[src/rtl/serial_subtractor.sv]
// Bit-serial two's-complement subtractor: diff = a - b, one bit per clock, LSB first.
// Valid/ready handshake on operand intake and result delivery; borrow/overflow/zero flags.
module serial_subtractor #(
  parameter int WIDTH = 8
) (
  input  logic             clk,
  input  logic             rst,
  input  logic             in_valid,
  output logic             in_ready,
  input  logic [WIDTH-1:0] a,
  input  logic [WIDTH-1:0] b,
  output logic             out_valid,
  input  logic             out_ready,
  output logic [WIDTH-1:0] diff,
  output logic             borrow,
  output logic             overflow,
  output logic             zero,
  output logic             busy
);

  localparam int CW = $clog2(WIDTH);

  typedef enum logic [1:0] {
    IDLE = 2'd0,
    RUN  = 2'd1,
    DONE = 2'd2
  } state_t;

  state_t           state;
  state_t           state_next;
  logic [WIDTH-1:0] a_sh;
  logic [WIDTH-1:0] b_sh;
  logic [WIDTH-1:0] res;
  logic [WIDTH-1:0] res_next;
  logic [CW-1:0]    cnt;
  logic             br;
  logic             br_next;
  logic             a_msb;
  logic             b_msb;
  logic             ai;
  logic             bi;
  logic             d;
  logic             last_bit;

  function automatic logic sub_borrow(input logic x, input logic y, input logic bin);
    return (~x & y) | (~(x ^ y) & bin);
  endfunction

  assign ai       = a_sh[0];
  assign bi       = b_sh[0];
  assign d        = ai ^ bi ^ br;
  assign br_next  = sub_borrow(ai, bi, br);
  assign res_next = {d, res[WIDTH-1:1]};
  assign last_bit = (cnt == CW'(WIDTH - 1));

  // Handshake/status outputs depend on the state register only.
  assign in_ready  = (state == IDLE);
  assign out_valid = (state == DONE);
  assign busy      = (state == RUN) || (state == DONE);

  // State register.
  always_ff @(posedge clk) begin
    if (rst) begin
      state <= IDLE;
    end else begin
      state <= state_next;
    end
  end

  // Next-state decode.
  always_comb begin
    state_next = state;
    case (state)
      IDLE: begin
        if (in_valid) state_next = RUN;
        else          state_next = IDLE;
      end
      RUN: begin
        if (last_bit) state_next = DONE;
        else          state_next = RUN;
      end
      DONE: begin
        if (out_ready) state_next = IDLE;
        else           state_next = DONE;
      end
      default: state_next = IDLE;
    endcase
  end

  // Operand shifting, borrow chain and result/flag capture.
  always_ff @(posedge clk) begin
    if (rst) begin
      a_sh     <= {WIDTH{1'b0}};
      b_sh     <= {WIDTH{1'b0}};
      res      <= {WIDTH{1'b0}};
      cnt      <= {CW{1'b0}};
      br       <= 1'b0;
      a_msb    <= 1'b0;
      b_msb    <= 1'b0;
      diff     <= {WIDTH{1'b0}};
      borrow   <= 1'b0;
      overflow <= 1'b0;
      zero     <= 1'b0;
    end else begin
      case (state)
        IDLE: begin
          if (in_valid) begin
            a_sh  <= a;
            b_sh  <= b;
            a_msb <= a[WIDTH-1];
            b_msb <= b[WIDTH-1];
            br    <= 1'b0;
            cnt   <= {CW{1'b0}};
          end
        end
        RUN: begin
          a_sh <= {1'b0, a_sh[WIDTH-1:1]};
          b_sh <= {1'b0, b_sh[WIDTH-1:1]};
          res  <= res_next;
          br   <= br_next;
          cnt  <= cnt + CW'(1);
          // The final bit's d is the result MSB, so flags come from res_next.
          if (last_bit) begin
            diff     <= res_next;
            borrow   <= br_next;
            overflow <= (a_msb ^ b_msb) & (d ^ a_msb);
            zero     <= (res_next == {WIDTH{1'b0}});
          end
        end
        DONE: begin
          res <= res;
        end
        default: begin
          res <= res;
        end
      endcase
    end
  end

endmodule

[config.mk]
export PLATFORM = sky130hd
export DESIGN_NAME = serial_subtractor
export DESIGN_NICKNAME = d
export VERILOG_FILES = /design/src/rtl/serial_subtractor.sv
export SDC_FILE = /design/constraint.sdc
export NUM_CORES = 1
export LEC_CHECK = 0
export ABC_AREA = 1
export CORE_UTILIZATION = 45
export DETAILED_ROUTE_END_ITERATION = 8
export HOLD_SLACK_MARGIN = 0.08
export PLACE_DENSITY_LB_ADDON = 0.1
export SLEW_MARGIN = 25
export SYNTH_ARGS = -nofsm -noshare
export SYNTH_HDL_FRONTEND = slang
export SYNTH_SLANG_ARGS = --single-unit
[constraint.sdc]
create_clock -name clk -period 1.54 [get_ports clk]
set_input_delay 0.154 -clock clk [delete_from_list [all_inputs] [get_ports clk]]
set_output_delay 0.154 -clock clk [all_outputs]
set_load 0.03 [all_outputs]
==> results of run 1 <==
[cell usage in the layout, fill, tap and decap left out, drive strengths merged]
| cell | instances |
|---|---|
| clkinvlp | 1 |
| nand2 | 66 |
| dlygate4sd2 | 1 |
| inv | 15 |
| a21oi | 14 |
| nor2 | 64 |
| clkdlybuf4s50 | 30 |
| ha | 6 |
| fa | 1 |
| nor3 | 3 |
| nand3 | 4 |
| a211oi | 2 |
| o21ai | 27 |
| buf | 8 |
| clkbuf | 8 |
| dfxtp | 42 |
| clkinv | 1 |
[routing by layer]
metal  share of wire  GRT usage
met5               0          0
met1            0.53     0.2571
met3           0.050    0.05912
met4           0.016    0.07181
met2            0.41     0.2950
[worst max-delay path by stage]
| stage | startpoint | end | slack [ns] |
|---|---|---|---|
| global route | state[0] | b_sh[4] | -0.02 |
| floorplan | state[0] | cnt[1] | 0.05 |
| global placement | state[0] | busy | 0.07 |
| CTS | state[0] | busy | 0.006 |
| detailed placement | state[0] | busy | 0.04 |
| finish | diff[0] | diff[0] | 0.05 |
[final cells by class]
| class | instances | area (µm²) | area share |
|---|---|---|---|
| clock buffer | 6 | 82.58 | 0.03516 |
| clock inverter | 2 | 12.51 | 0.005328 |
| inverter | 15 | 63.81 | 0.02717 |
| multi-input combinational | 187 | 907.1 | 0.3863 |
| sequential | 42 | 840.8 | 0.3580 |
| tap | 50 | 62.56 | 0.02664 |
| timing repair buffer | 41 | 379.1 | 0.1614 |
[sequential cells by signal, indices dropped and copies added (netlist names)]
name	cells
state	2
diff	8
b_sh	8
br	1
overflow	1
cnt	3
res	7
borrow	1
zero	1
a_msb	1
b_msb	1
a_sh	8
[per-stage QoR]
step	power, µW	utilization	instances	area (µm²)
6_report	2306	0.5829	343	2349
5_1_grt	2430	0.5829	343	2349
4_1_cts	2320	0.5832	343	2350
3_5_place_dp	1586	0.5602	335	2257
3_3_place_gp	1582	0.5602	335	2257
2_1_floorplan	1477	-	257	1912
[cell families after synthesis]
group / share of synthesized area
adders and majority gates: 0.04974
and+or+nand+nor: 0.2978
DFF: 0.4398
AOI/OAI and AO/OA: 0.1230
buffers and inverters: 0.08965
[report_power, final]
group          internal (µW)  total [µW]  switching (µW)
Sequential              1150        1180            32.7
Clock                    360         750             390
Combinational            157         377             220
[repair_timing]
item / CTS / global route
setup endpoints to repair: 3 / 24
hold endpoints to repair: 0 / 0
resized for setup: 4 / 7
==> metrics.csv, run 1 <==
stage,metric,value,unit
detailed_routing,Routed WL,3821,µm
yosys,leading area contributor after synthesis,dfxtp_1,
yosys,sequential element share of the synthesized area,0.4398,
timing,Setup-failing EPs final,0,
floorplanning,io pins,34,
setup_path,Worst setup SP type,register,
timing,RSZ-0062 raised after global routing,true,
setup_path,"slowest stage delay, CP",0.68,ns
detailed_routing,TritonRoute pass-1 iters,4,
yosys,Synth Instances,257,
global_route,antenna violations before repair,0,
yosys,Yosys reg bits,42,
clock_tree,"Clk Latency, worst-skew pair",0.30,ns
floorplanning,Initial Utilization,0.4745,
timing,Final Hold Vio Count,0,
setup_path,R2R setup slack,0.13,ns
clock_tree,CTS Buf Count,5,
detailed_routing,Vias,1620,
global_route,vias in the first global route,1493,
clock_tree,Bufs on Longest Clock Path,2,
floorplanning,Core ar.,4029,µm²
clock_tree,H-tree levels,2,
global_route,total gr overflow,0,
yosys,Synthesized Nets,284,
clock_tree,"Reg clk slew, reported paths",0.08,ns
timing,Final TNS setup,0,ns
timing,Slew @ Worst Pin,0.3802,ns
setup_path,WP data arrival,1.34,ns
yosys,top post-synthesis cells by count,"nor2_1 (64), nand2_1 (61), dfxtp_1 (42)",
detailed_routing,DR WL/cell,11.14,µm
timing,"Slew Viols, Final",0,
global_route,GR Util All Layers,0.1939,
clock_tree,CTS root buf,clkbuf_8,
worst_hold_path,Hold Crit Start,a[7],
outcome,status,finished clean,
worst_hold_path,Min-Delay Endpoint,a_msb,
final_layout,Nets,319,
placement,pre-CTS setup slack,0.04184,ns
yosys,"count leader, synth",nor2_1,
timing,Setup Skew,0.005388,ns
setup_path,Setup CP Type,register to primary output,
detailed_routing,DRT iter0 DRCs,86,
clock_tree,clk sinks,42,
floorplanning,die height,67.18,µm
clock_tree,Setup Buffers After CTS,0,
power_and_ir_drop,VDD IR max,0.4949,mV
yosys,Most used DFF post-synth,dfxtp_1,
global_route,largest net degree at the start of global routing,27,
setup_path,worst-path maximum fanout,2,
setup_path,worst-case reg-to-reg path depth,8,
placement,Placer Congestion,0.7937,
yosys,Synth cell types,22,
floorplanning,Core Rows,23,
yosys,number of synthesis warnings,0,
clock_tree,TritonCTS clock tree,yes,
yosys,asr flop ratio synth,0,
flow_run,total of max-cap violations,0,
setup_path,Crit-path slowest cell,clkdlybuf4s50_1,
setup_path,Worst Setup End Kind,primary output,
setup_path,Critical R2R Capture,overflow,
clock_tree,hold-fix buffers at CTS,0,
yosys,Post-synth EDFFs,0,
power_and_ir_drop,Pleak,0.001010,µW
worst_hold_path,Hold Path Cell Cnt,3,
setup_path,worst-path cell chain,clkdlybuf4s50_1,
placement,hpwl dp,2555,µm
detailed_routing,DR DRC count,0,
final_layout,Fill cells,403,
timing,final setup margin,0.05082,ns
setup_path,critical path depth,1,
timing,Final min period,1.489,ns
worst_hold_path,min-delay worst type,input pin to register,
setup_path,Critical Path RT,1.39,ns
setup_path,Crit path max-delay family,buffers and inverters,
global_route,first-pass GRT wire length,6520,µm
floorplanning,Die W,67.18,µm
final_layout,fraction of layout cells with a size suffix above 1,0.1229,
final_layout,P&R area growth vs syn,22.84,%
timing,crit share post-route,0.9670,
yosys,Synth area leaders,"dfxtp_1 (44%), nor2_1 (13%), nand2_1 (12%)",
yosys,syn_area_per_cell,7.439,µm²
timing,Final Hold Slack,0.4522,ns
power_and_ir_drop,Pwr Density,982.0,nW/µm²
placement,IO Port Bufs,33,
yosys,Synth top area share,0.4398,
timing,Slew HR,0.7462,
setup_path,Reg2Reg Launch Point,state[1],
floorplanning,die area,4513,µm²
final_layout,ANT cells,0,
detailed_routing,drt via density,4.723,
detailed_routing,Detail Route Antenna Nets,0,
yosys,Synth Cell Area,1912,µm²
timing,Peak Freq,671.5,MHz
setup_path,CP bufs+invs,1,
Note: power is estimated with default switching activity, not from simulation.
==> inputs of run 2 (changes only) <==
--- a/config.mk
+++ b/config.mk
@@ -7,6 +7,7 @@
 export LEC_CHECK = 0
 export ABC_AREA = 1
 export CORE_UTILIZATION = 45
+export CTS_CLUSTER_DIAMETER = 50
 export DETAILED_ROUTE_END_ITERATION = 8
 export HOLD_SLACK_MARGIN = 0.08
 export PLACE_DENSITY_LB_ADDON = 0.1
==> results of run 2 <==
No change in the layout: final DEF, timing and power equal those of run 1.
==> inputs of run 3 (changes only) <==
--- a/config.mk
+++ b/config.mk
@@ -9,6 +9,7 @@
 export CORE_UTILIZATION = 45
 export CTS_CLUSTER_DIAMETER = 50
 export DETAILED_ROUTE_END_ITERATION = 8
+export GPL_TIMING_DRIVEN = 0
 export HOLD_SLACK_MARGIN = 0.08
 export PLACE_DENSITY_LB_ADDON = 0.1
 export SLEW_MARGIN = 25
==> constraint.sdc (replaced) <==
create_clock -name clk -period 1.6 [get_ports clk]
set_input_delay 0.16 -clock clk [delete_from_list [all_inputs] [get_ports clk]]
set_output_delay 0.16 -clock clk [all_outputs]
set_load 0.03 [all_outputs]
==> metrics.csv, run 3 (synthesis gave the netlist of run 1 again) <==
stage,metric,value,unit
clock_tree,Bufs on Longest Clock Path,2,
power_and_ir_drop,Pwr Density,974.6,nW/µm²
placement,hpwl dp,2719,µm
worst_hold_path,Hold Path Cell Cnt,2,
setup_path,critical path depth,3,
placement,Placer Congestion,0.7766,
detailed_routing,Vias,1631,
global_route,total gr overflow,0,
setup_path,Crit-path slowest cell,dfxtp_1,
timing,Final min period,1.481,ns
placement,pre-CTS setup slack,0.07070,ns
timing,Final Hold Vio Count,0,
power_and_ir_drop,VDD IR max,0.5986,mV
timing,Peak Freq,675.2,MHz
timing,Slew @ Worst Pin,0.3093,ns
timing,Slew HR,0.7931,
timing,crit share post-route,0.9256,
final_layout,ANT cells,0,
final_layout,Fill cells,407,
floorplanning,Core ar.,4029,µm²
final_layout,"Design Area, Final",2399,µm²
setup_path,worst-path maximum fanout,3,
final_layout,most frequent cells in the layout,"nor2_1 (64), nand2_1 (60), dfxtp_1 (42), clkdlybuf4s50_1 (29), o21ai_0 (25)",
floorplanning,Die W,67.18,µm
setup_path,CP bufs+invs,2,
setup_path,worst-case reg-to-reg path depth,8,
timing,Setup-failing EPs final,0,
power_and_ir_drop,Pwr Total,2338,µW
setup_path,Reg2Reg Launch Point,state[1],
setup_path,WP data arrival,1.32,ns
setup_path,Critical R2R Capture,a_sh[5],
worst_hold_path,Min-Delay Endpoint,res[1],
floorplanning,die height,67.18,µm
setup_path,worst-path cell chain,inv_1 > ha_1 > dlygate4sd2_1,
setup_path,"slowest stage delay, CP",0.36,ns
global_route,vias in the first global route,1530,
placement,Placed Area,2295,µm²
clock_tree,"Reg clk slew, reported paths",0.08,ns
floorplanning,io pins,34,
timing,final setup margin,0.1190,ns
clock_tree,"Clk Latency, worst-skew pair",0.30,ns
timing,"Slew Viols, Final",0,
placement,IO Port Bufs,32,
global_route,GR Util All Layers,0.1924,
setup_path,Worst Setup End Kind,primary output,
worst_hold_path,min-delay worst type,input pin to register,
floorplanning,Initial Utilization,0.4745,
worst_hold_path,Hold Crit Start,rst,
final_layout,"commonest non-fill, non-tap cell in the layout",nor2_1,
global_route,largest net degree at the start of global routing,14,
final_layout,Nets,323,
final_layout,P&R area growth vs syn,25.46,%
clock_tree,CTS root buf,clkbuf_8,
clock_tree,clk sinks,42,
floorplanning,die area,4513,µm²
setup_path,Crit path max-delay family,buffers and inverters,
clock_tree,CTS Buf Count,5,
power_and_ir_drop,Pleak,0.001047,µW
setup_path,Critical Path RT,1.44,ns
setup_path,Setup CP Type,register to primary output,
detailed_routing,drt via density,4.700,
detailed_routing,Routed WL,3807,µm
detailed_routing,DR DRC count,0,
setup_path,R2R setup slack,0.17,ns
detailed_routing,Detail Route Antenna Nets,0,
floorplanning,Core Rows,23,
clock_tree,Setup Buffers After CTS,0,
final_layout,biggest regs,"a_sh (8), b_sh (8), diff (8)",
final_layout,register area,840.8,µm²
detailed_routing,DR WL/cell,10.97,µm
final_layout,fraction of layout cells with a size suffix above 1,0.1279,
clock_tree,TritonCTS clock tree,yes,
global_route,antenna violations before repair,0,
global_route,first-pass GRT wire length,6534,µm
outcome,status,finished clean,
final_layout,Multi-input gate area,902.1,µm²
clock_tree,H-tree levels,2,
flow_run,total of max-cap violations,0,
setup_path,Worst setup SP type,register,
detailed_routing,DRT iter0 DRCs,121,
detailed_routing,TritonRoute pass-1 iters,4,
timing,Final TNS setup,0,ns
timing,Setup Skew,0.008683,ns
clock_tree,hold-fix buffers at CTS,0,
timing,RSZ-0062 raised after global routing,false,
-- run 3: cell count changes in the layout (fill, tap and decap cells not counted), sizes merged --
| cell | before | now |
|---|---|---|
| buf | 8 | 13 |
| clkbuf | 8 | 6 |
| bufinv | 0 | 1 |
| clkdlybuf4s50 | 30 | 29 |
| clkinv | 1 | 2 |
| clkinvlp | 1 | 0 |
| dlygate4sd2 | 1 | 2 |
-- run 3: routing by layer --
| layer | vias to the layer above | track usage | wire length [µm] |
|---|---|---|---|
| met1 | 711 | 0.2586 | 1974 |
| met5 | - | 0 | 0 |
| met2 | 29 | 0.3013 | 1636 |
| met3 | 8 | 0.04561 | 151 |
| met4 | 0 | 0.06383 | 45 |
| li1 | 883 | - | - |
-- run 3: layout make-up --
cell class              count  area share
flip-flops and latches     42      0.3505
multi-input cells         187      0.3761
repair buffers             32      0.1304
inverters                  15     0.02660
clock buffers               5     0.02869
clock inverters             3     0.01669
well taps                  50     0.02608
plain buffers              13     0.04486
-- run 3: stage by stage --
step             util  hold slack [ns]  std cells
2_1_floorplan       -           0.3045        257
6_report       0.5953           0.1534        347
3_5_place_dp   0.5696           0.4593        339
5_1_grt        0.5953           0.1564        347
3_3_place_gp   0.5696           0.4582        339
4_1_cts        0.5957           0.1479        347
-- run 3: worst register-to-register path, stage by stage (launching register included) --
cell     delay, ns
dfxtp_1       0.37
inv_1         0.07
ha_1          0.19
buf_6         0.16
nand2_4       0.08
nand2_4       0.09
buf_6         0.16
o21ai_0       0.16
nor2_1        0.05
-- run 3: worst max path at each step --
stage	start	to	slack (ns)
finish	state[0]	in_ready	0.12
global route	state[0]	in_ready	0.02
CTS	state[0]	busy	0.02
detailed placement	state[0]	busy	0.07
global placement	state[1]	busy	0.1
floorplan	state[0]	cnt[1]	0.11
-- run 3: what timing repair did --
item,CTS,global route
pin swaps,0,0
gates resized for setup,3,3
endpoints found under the setup margin,3,3
-- run 3: report_power, final --
| part | switching [µW] | internal, µW |
|---|---|---|
| clock | 366 | 459 |
| combinational | 216 | 161 |
| sequential | 31.2 | 1100 |
| total | 613 | 1720 |
